$ cat config.mk
export PLATFORM = sky130hd
export DESIGN_NAME = sample_capture_buffer
export DESIGN_NICKNAME = d
export VERILOG_FILES = /design/src/rtl/sample_capture_buffer.sv
export SDC_FILE = /design/constraint.sdc
export NUM_CORES = 2
export LEC_CHECK = 0
export BUFFER_PORTS_ARGS = -buffer_cell sky130_fd_sc_hd__buf_4
export CELL_PAD_IN_SITES_DETAIL_PLACEMENT = 1
export CELL_PAD_IN_SITES_GLOBAL_PLACEMENT = 2
export CORE_MARGIN = 2
export CORE_UTILIZATION = 30
export CTS_CLUSTER_DIAMETER = 80
export DETAILED_ROUTE_END_ITERATION = 8
export GPL_TIMING_DRIVEN = 0
export PLACE_DENSITY = 0.6
export SYNTH_ARGS = -nofsm -noshare
export SYNTH_HDL_FRONTEND = slang
export SYNTH_SLANG_ARGS = --single-unit
$ cat constraint.sdc
create_clock -name Fg_CLK -period 3.4 [get_ports Fg_CLK]
set_input_delay 0.68 -clock Fg_CLK [delete_from_list [all_inputs] [get_ports Fg_CLK]]
set_output_delay 0.68 -clock Fg_CLK [all_outputs]
set_load 0.01 [all_outputs]
$ cat src/rtl/sample_capture_buffer.sv
// sample_capture_buffer
//    Frame capture buffer sitting behind the sampling control stage. After the
//    one-shot power-up Ready pulse has been seen, an Arm request starts a frame:
//    each Enable strobe stores one Sample_in word until 2**ADDR_W samples are
//    held. A change of Mode while filling restarts the frame from address 0.
//    A full frame is drained through a Rd_Req / Rd_Valid handshake with one
//    cycle of read latency; after the last word the block returns to idle.
//
// Ports
//    Fg_CLK      system clock, rising edge
//    RESET       asynchronous, active-high reset
//    Ready       one-cycle power-up pulse; capture is locked out until seen
//    Enable      one-cycle sample strobe
//    Mode        decimation mode; any change mid-fill restarts the frame
//    Sample_in   sample stored on Enable
//    Arm         one-cycle request to start a frame capture
//    Rd_Req      one-cycle request for the next stored sample
//    Rd_Data     sample read out, holds when Rd_Valid is low
//    Rd_Valid    one-cycle pulse qualifying Rd_Data
//    Rd_Last     marks the final sample of the frame (with Rd_Valid)
//    Busy        frame is filling
//    Full        frame complete and awaiting readout
//    Overrun     sticky flag: a sample strobe arrived while a frame was held
//    Fill_Count  samples written to the current frame (0..DEPTH)

module sample_capture_buffer #(
   parameter int DATA_W = 12,
   parameter int ADDR_W = 8
) (
   input  logic              Fg_CLK,
   input  logic              RESET,
   input  logic              Ready,
   input  logic              Enable,
   input  logic [3:0]        Mode,
   input  logic [DATA_W-1:0] Sample_in,
   input  logic              Arm,
   input  logic              Rd_Req,
   output logic [DATA_W-1:0] Rd_Data,
   output logic              Rd_Valid,
   output logic              Rd_Last,
   output logic              Busy,
   output logic              Full,
   output logic              Overrun,
   output logic [ADDR_W:0]   Fill_Count
);

   localparam int DEPTH = 2 ** ADDR_W;
   localparam logic [ADDR_W-1:0] LAST_ADDR = ADDR_W'(DEPTH - 1);

   typedef enum logic [1:0] {
      IDLE,
      FILL,
      DONE
   } state_t;

   state_t state, state_next;

   logic              rdy_seen;
   logic [3:0]        mode_q;
   logic              mode_chg;
   logic [ADDR_W-1:0] wr_ptr;
   logic [ADDR_W-1:0] rd_ptr;
   logic [DATA_W-1:0] mem [DEPTH];

   logic start;
   logic wr_fire;
   logic rd_fire;
   logic restart;
   logic drop;

   // Mode is sampled every cycle, including during reset, so mode_q already
   // equals Mode when reset releases and no false restart is seen.
   always_ff @(posedge Fg_CLK) begin
      mode_q <= Mode;
   end

   assign mode_chg = (Mode != mode_q);

   // State register.
   always_ff @(posedge Fg_CLK or posedge RESET) begin
      if (RESET) begin
         state <= IDLE;
      end else begin
         state <= state_next;
      end
   end

   // Next-state logic and the per-cycle action strobes the datapath acts on.
   // A Mode change outranks a coincident Enable, so that sample is discarded.
   always_comb begin
      state_next = state;
      start      = 1'b0;
      wr_fire    = 1'b0;
      rd_fire    = 1'b0;
      restart    = 1'b0;
      drop       = 1'b0;
      case (state)
         IDLE: begin
            if (Arm && rdy_seen) begin
               start      = 1'b1;
               state_next = FILL;
            end
         end
         FILL: begin
            if (mode_chg) begin
               restart = 1'b1;
            end else if (Enable) begin
               wr_fire = 1'b1;
               if (wr_ptr == LAST_ADDR) begin
                  state_next = DONE;
               end
            end
         end
         DONE: begin
            drop = Enable;
            if (Rd_Req) begin
               rd_fire = 1'b1;
               if (rd_ptr == LAST_ADDR) begin
                  state_next = IDLE;
               end
            end
         end
         default: state_next = IDLE;
      endcase
   end

   assign Busy = (state == FILL);
   assign Full = (state == DONE);

   // Ready is remembered until reset; because it is registered, an Arm in the
   // same cycle as the Ready pulse still finds it clear and is ignored.
   always_ff @(posedge Fg_CLK or posedge RESET) begin
      if (RESET) begin
         rdy_seen <= 1'b0;
      end else if (Ready) begin
         rdy_seen <= 1'b1;
      end
   end

   // Write pointer and fill count. The pointer wraps to 0 on the final write,
   // and the count is one bit wider so it can show a complete frame. The
   // count clears when the last word of the frame has been read.
   always_ff @(posedge Fg_CLK or posedge RESET) begin
      if (RESET) begin
         wr_ptr     <= '0;
         Fill_Count <= '0;
      end else if (start || restart) begin
         wr_ptr     <= '0;
         Fill_Count <= '0;
      end else if (wr_fire) begin
         wr_ptr     <= wr_ptr + 1'b1;
         Fill_Count <= Fill_Count + 1'b1;
      end else if (rd_fire && rd_ptr == LAST_ADDR) begin
         Fill_Count <= '0;
      end
   end

   // Overrun flags strobes lost while a frame is held; only a new capture
   // (or reset) clears it.
   always_ff @(posedge Fg_CLK or posedge RESET) begin
      if (RESET) begin
         Overrun <= 1'b0;
      end else if (start) begin
         Overrun <= 1'b0;
      end else if (drop) begin
         Overrun <= 1'b1;
      end
   end

   // Frame storage write port; left unreset so it maps onto block RAM.
   always_ff @(posedge Fg_CLK) begin
      if (wr_fire) begin
         mem[wr_ptr] <= Sample_in;
      end
   end

   // Registered read port and handshake. The read pointer rewinds on the
   // final write so readout always starts at address 0. Rd_Data only loads
   // on a request, so it holds between valid pulses.
   always_ff @(posedge Fg_CLK or posedge RESET) begin
      if (RESET) begin
         rd_ptr   <= '0;
         Rd_Data  <= '0;
         Rd_Valid <= 1'b0;
         Rd_Last  <= 1'b0;
      end else begin
         Rd_Valid <= rd_fire;
         Rd_Last  <= rd_fire && (rd_ptr == LAST_ADDR);
         if (wr_fire && wr_ptr == LAST_ADDR) begin
            rd_ptr <= '0;
         end else if (rd_fire) begin
            rd_ptr  <= rd_ptr + 1'b1;
            Rd_Data <= mem[rd_ptr];
         end
      end
   end

endmodule

==> impl_metrics.env <==
export IMPL_worst_slack_ns=-0.697
export IMPL_arrival_ns=4.95
export IMPL_synth_cell_types=75
export IMPL_r2r_end="Rd_Data[1]$_DFFE_PP0P_"
export IMPL_clockBufferDepth=4
export IMPL_final_hold_viol_count=0
export IMPL_cts_sinks=3119
export IMPL_pin_count=48
export IMPL_cts_tree="done"
export IMPL_powerDensity_mw_per_mm2=525
export IMPL_dieArea_mm2=0.407
export IMPL_post_route_period_util_pct=120
export IMPL_die_y_um=638
export IMPL_tightest_slew_ns=1.63
export IMPL_hp_class="primary input to flop"
export IMPL_synth_async_sr_flop_share_pct=1.38
export IMPL_r2r_start="rd_ptr[0]$_DFFE_PP0P_"
export IMPL_drc=0
export IMPL_grt_use_total_pct=28.9
export IMPL_grt_pass1_vias=68700
export IMPL_syn_nets=5712
export IMPL_r2r_cells=12
export IMPL_drt_wirelength_per_cell_um=49.4
export IMPL_synth_ff_type="edfxtp_1"
export IMPL_viasPerCell=6.06
export IMPL_antenna_found_initial=75
export IMPL_violations="capacitance limit, slew limit, setup timing"
export IMPL_ys_seq_area_share_pct=77.4
export IMPL_area_delta_synth_final_pct=25.6
export IMPL_worst_path_max_fanout=11
export IMPL_crit_required_ns=4.25
export IMPL_wirelength_um=602000
export IMPL_cts_buffers=340
export IMPL_syn_inst=5684
export IMPL_vias=73800
export IMPL_start_kind="flop"
export IMPL_crit_end="Rd_Data[1]$_DFFE_PP0P_"
export IMPL_portBuffers=47
export IMPL_core_region_area_mm2=0.400
export IMPL_rrSetupSlack_ns=-0.70
export IMPL_crit_path_start="rd_ptr[0]$_DFFE_PP0P_"
export IMPL_design_area_mm2=0.151
export IMPL_first_pass_iters=6
export IMPL_maxCapViolations=3
export IMPL_synth_edf_count=3072
export IMPL_min_period_ns=4.10
export IMPL_fmax_mhz=244
export IMPL_dpl_hpwl_um=387000
export IMPL_synth_area_mm2=0.121
export IMPL_gp_congestion=0.995
export IMPL_slew_viol_final=30
export IMPL_ant_nets=0
export IMPL_outcome="finished, violations left"
export IMPL_clock_skew_ns=0.0682
export IMPL_yosys_warnings=0
export IMPL_grt_pass1_wl_um=753000
export IMPL_root_buffer="clkbuf_16"
export IMPL_clk_pin_slew_ns=0.06
export IMPL_end_kind="flop"
export IMPL_rsz0062_at_grt="true"
export IMPL_syn_area_per_cell_um2=21.2
export IMPL_max_slew_margin_rel_pct=-8.99
export IMPL_grt_max_degree=145
export IMPL_drt_iter0_markers=14000
export IMPL_overflow=0
export IMPL_p_total_uw=79500
export IMPL_drive_gt1_share_pct=36.3
export IMPL_path_class="flop to flop"
export IMPL_ir_drop_uv=432
export IMPL_dieWidth_um=638
export IMPL_rows=232
export IMPL_start_util_pct=30.2
export IMPL_dpl_instance_area_mm2=0.132
export IMPL_clk_latency_ns=1.00
export IMPL_htreeDepth=5
export IMPL_layout_nets=6634
export IMPL_setup_viol=102
export IMPL_leakage_uw=0.0497
export IMPL_synth_seq_cells=3119
export IMPL_fin_tns_setup_ns=-8.56
[sequential cells by signal, indices dropped and copies added (netlist names), 2 cells and up]
signal / count
Fill_Count: 9
Rd_Data: 12
mem: 3072
mode_q: 4
rd_ptr: 8
state: 2
wr_ptr: 8
[synthesized netlist by cell type (5+ instances only)]
cell type | count | share of area (%)
or3_1 | 8 | 0.041
o2111ai_1 | 5 | 0.036
mux2_2 | 10 | 0.093
buf_6 | 49 | 0.46
edfxtp_1 | 3072 | 76
a21oi_1 | 108 | 0.45
o22ai_1 | 64 | 0.33
buf_2 | 98 | 0.41
nor2_1 | 330 | 1.0
inv_1 | 9 | 0.028
buf_8 | 6 | 0.075
xnor2_1 | 5 | 0.036
mux4_2 | 668 | 12
clkbuf_1 | 119 | 0.37
a22o_1 | 14 | 0.10
a32oi_1 | 7 | 0.051
nand3_1 | 56 | 0.23
and3_1 | 11 | 0.057
nor3_1 | 13 | 0.054
nand4_1 | 14 | 0.073
nor4_1 | 9 | 0.047
a311oi_1 | 9 | 0.065
dfrtp_1 | 43 | 0.89
o211ai_1 | 12 | 0.075
a22oi_1 | 108 | 0.67
a211oi_1 | 30 | 0.19
a221oi_1 | 48 | 0.35
o21ai_0 | 75 | 0.31
a2111oi_0 | 11 | 0.080
a221o_1 | 6 | 0.050
and2_1 | 7 | 0.036
o221ai_1 | 26 | 0.19
xor2_1 | 12 | 0.087
buf_1 | 13 | 0.040
o31ai_1 | 9 | 0.056
nand2b_1 | 9 | 0.047
nor2b_1 | 23 | 0.12
nand2_1 | 130 | 0.40
ha_1 | 6 | 0.062
buf_4 | 52 | 0.32
mux2i_1 | 285 | 2.4
a31oi_1 | 26 | 0.13
[area by class of cell]
type                    count  area [um^2]
clock buffers             428         9050
inverters                  12         55.1
plain buffers             333         5250
repair buffers            587         7610
clock inverters           192         1510
diodes                     39         97.6
fillers                 38100       248000
well taps                5265         6590
flip-flops and latches   3119        93400
multi-input cells        2213        27900
[how the worst min path moves through the flow]
stage                                  endpoint  cells past startpoint  slack, ns                  from
final                     mem[229][1]$_DFFE_PP_                      1       0.06          Sample_in[1]
after global routing      mem[229][1]$_DFFE_PP_                      1       0.05          Sample_in[1]
after CTS                  state[0]$_DFFE_PP0P_                      3       0.03                   Arm
after detailed placement   rdy_seen$_DFFE_PP0P_                      1       0.46  rdy_seen$_DFFE_PP0P_
after global placement     rdy_seen$_DFFE_PP0P_                      1       0.46  rdy_seen$_DFFE_PP0P_
after floorplan            rdy_seen$_DFFE_PP0P_                      1       0.44  rdy_seen$_DFFE_PP0P_
[power by group]
| part | switching [uW] | total (uW) | leakage, uW | internal, uW |
|---|---|---|---|---|
| clock | 16100 | 36400 | 0.00518 | 20300 |
| combinational | 780 | 895 | 0.0163 | 115 |
| sequential | 6.06 | 42200 | 0.0282 | 42200 |
| total | 16900 | 79500 | 0.0497 | 62600 |
[layer usage]
layer / track usage (%) / share of wire [%] / up-vias
met5: 0 / 0.073 / -
met2: 41.3 / 42 / 6017
li1: - / - / 25900
met4: 19.3 / 7.7 / 38
met3: 12.4 / 15 / 1418
met1: 35.5 / 35 / 40400
[cell families (layout without fill, tap and decap cells)]
kind of cell	after synthesis	after routing	synth area share, %
AOI/OAI and AO/OA	599	599	3.45
DFF	3119	3119	77.4
and+or+nand+nor	628	628	2.25
other	0	39	0
buffers and inverters	352	1552	1.76
xor gates and xnor gates	17	17	0.123
adders and majority gates	6	6	0.0622
muxes	963	963	14.9
[layout by cell type, fill, tap and decap left out, drive strengths merged, types with 8 or more instances in the layout]
cell type | Yosys | routed
a21oi | 108 | 108
a2111oi | 13 | 13
a22oi | 108 | 108
nand2 | 130 | 130
clkinv | 2 | 153
a22o | 14 | 14
clkbuf | 119 | 525
nand2b | 9 | 9
a311oi | 9 | 9
diode | 0 | 39
o211ai | 12 | 12
nand4 | 14 | 14
o21ai | 77 | 77
nor4 | 9 | 9
nor2b | 23 | 23
o31ai | 9 | 9
nor2 | 330 | 330
a211oi | 31 | 31
nand3 | 56 | 56
a31oi | 26 | 26
and3 | 11 | 11
bufinv | 0 | 19
o22ai | 64 | 64
o221ai | 26 | 26
mux2i | 285 | 285
a221oi | 48 | 48
buf | 221 | 815
inv | 10 | 27
xor2 | 12 | 12
mux4 | 668 | 668
edfxtp | 3072 | 3072
or3 | 8 | 8
nor3 | 13 | 13
dfrtp | 43 | 43
mux2 | 10 | 10
[worst max-delay path: stages, from the launching register on]
cell and delay (ns):
dfrtp_1 0.41, buf_12 0.19, buf_12 0.16, buf_16 0.18
buf_16 0.19, buf_16 0.23, buf_4 0.16, mux4_2 0.61
a21oi_1 0.23, nor2_1 0.09, o211ai_1 0.58, nand4_1 0.51
o22a_1 0.31
[timing repair]
action,in CTS,in global routing
gates resized for setup,1027,278
buffers inserted,125,221
endpoints found under the hold margin,22,0
setup endpoints to repair,3087,1945
pin swaps,42,64
hold buffers,7,0
gates cloned,1,1
[through the flow]
| stage | utilization, % | hold slack (ns) | std cells | worst slack, ns |
|---|---|---|---|---|
| after floorplan | - | 0.440 | 5684 | 0.186 |
| after global placement | 31.9 | 0.462 | 11000 | -5.11 |
| final | 37.9 | 0.0610 | 12200 | -0.697 |
| after CTS | 37.0 | 0.0312 | 11900 | -0.469 |
| after detailed placement | 32.9 | 0.460 | 11200 | -3.56 |
| after global routing | 37.9 | 0.0463 | 12200 | -0.513 |
Power figures use the tool's default switching activity.
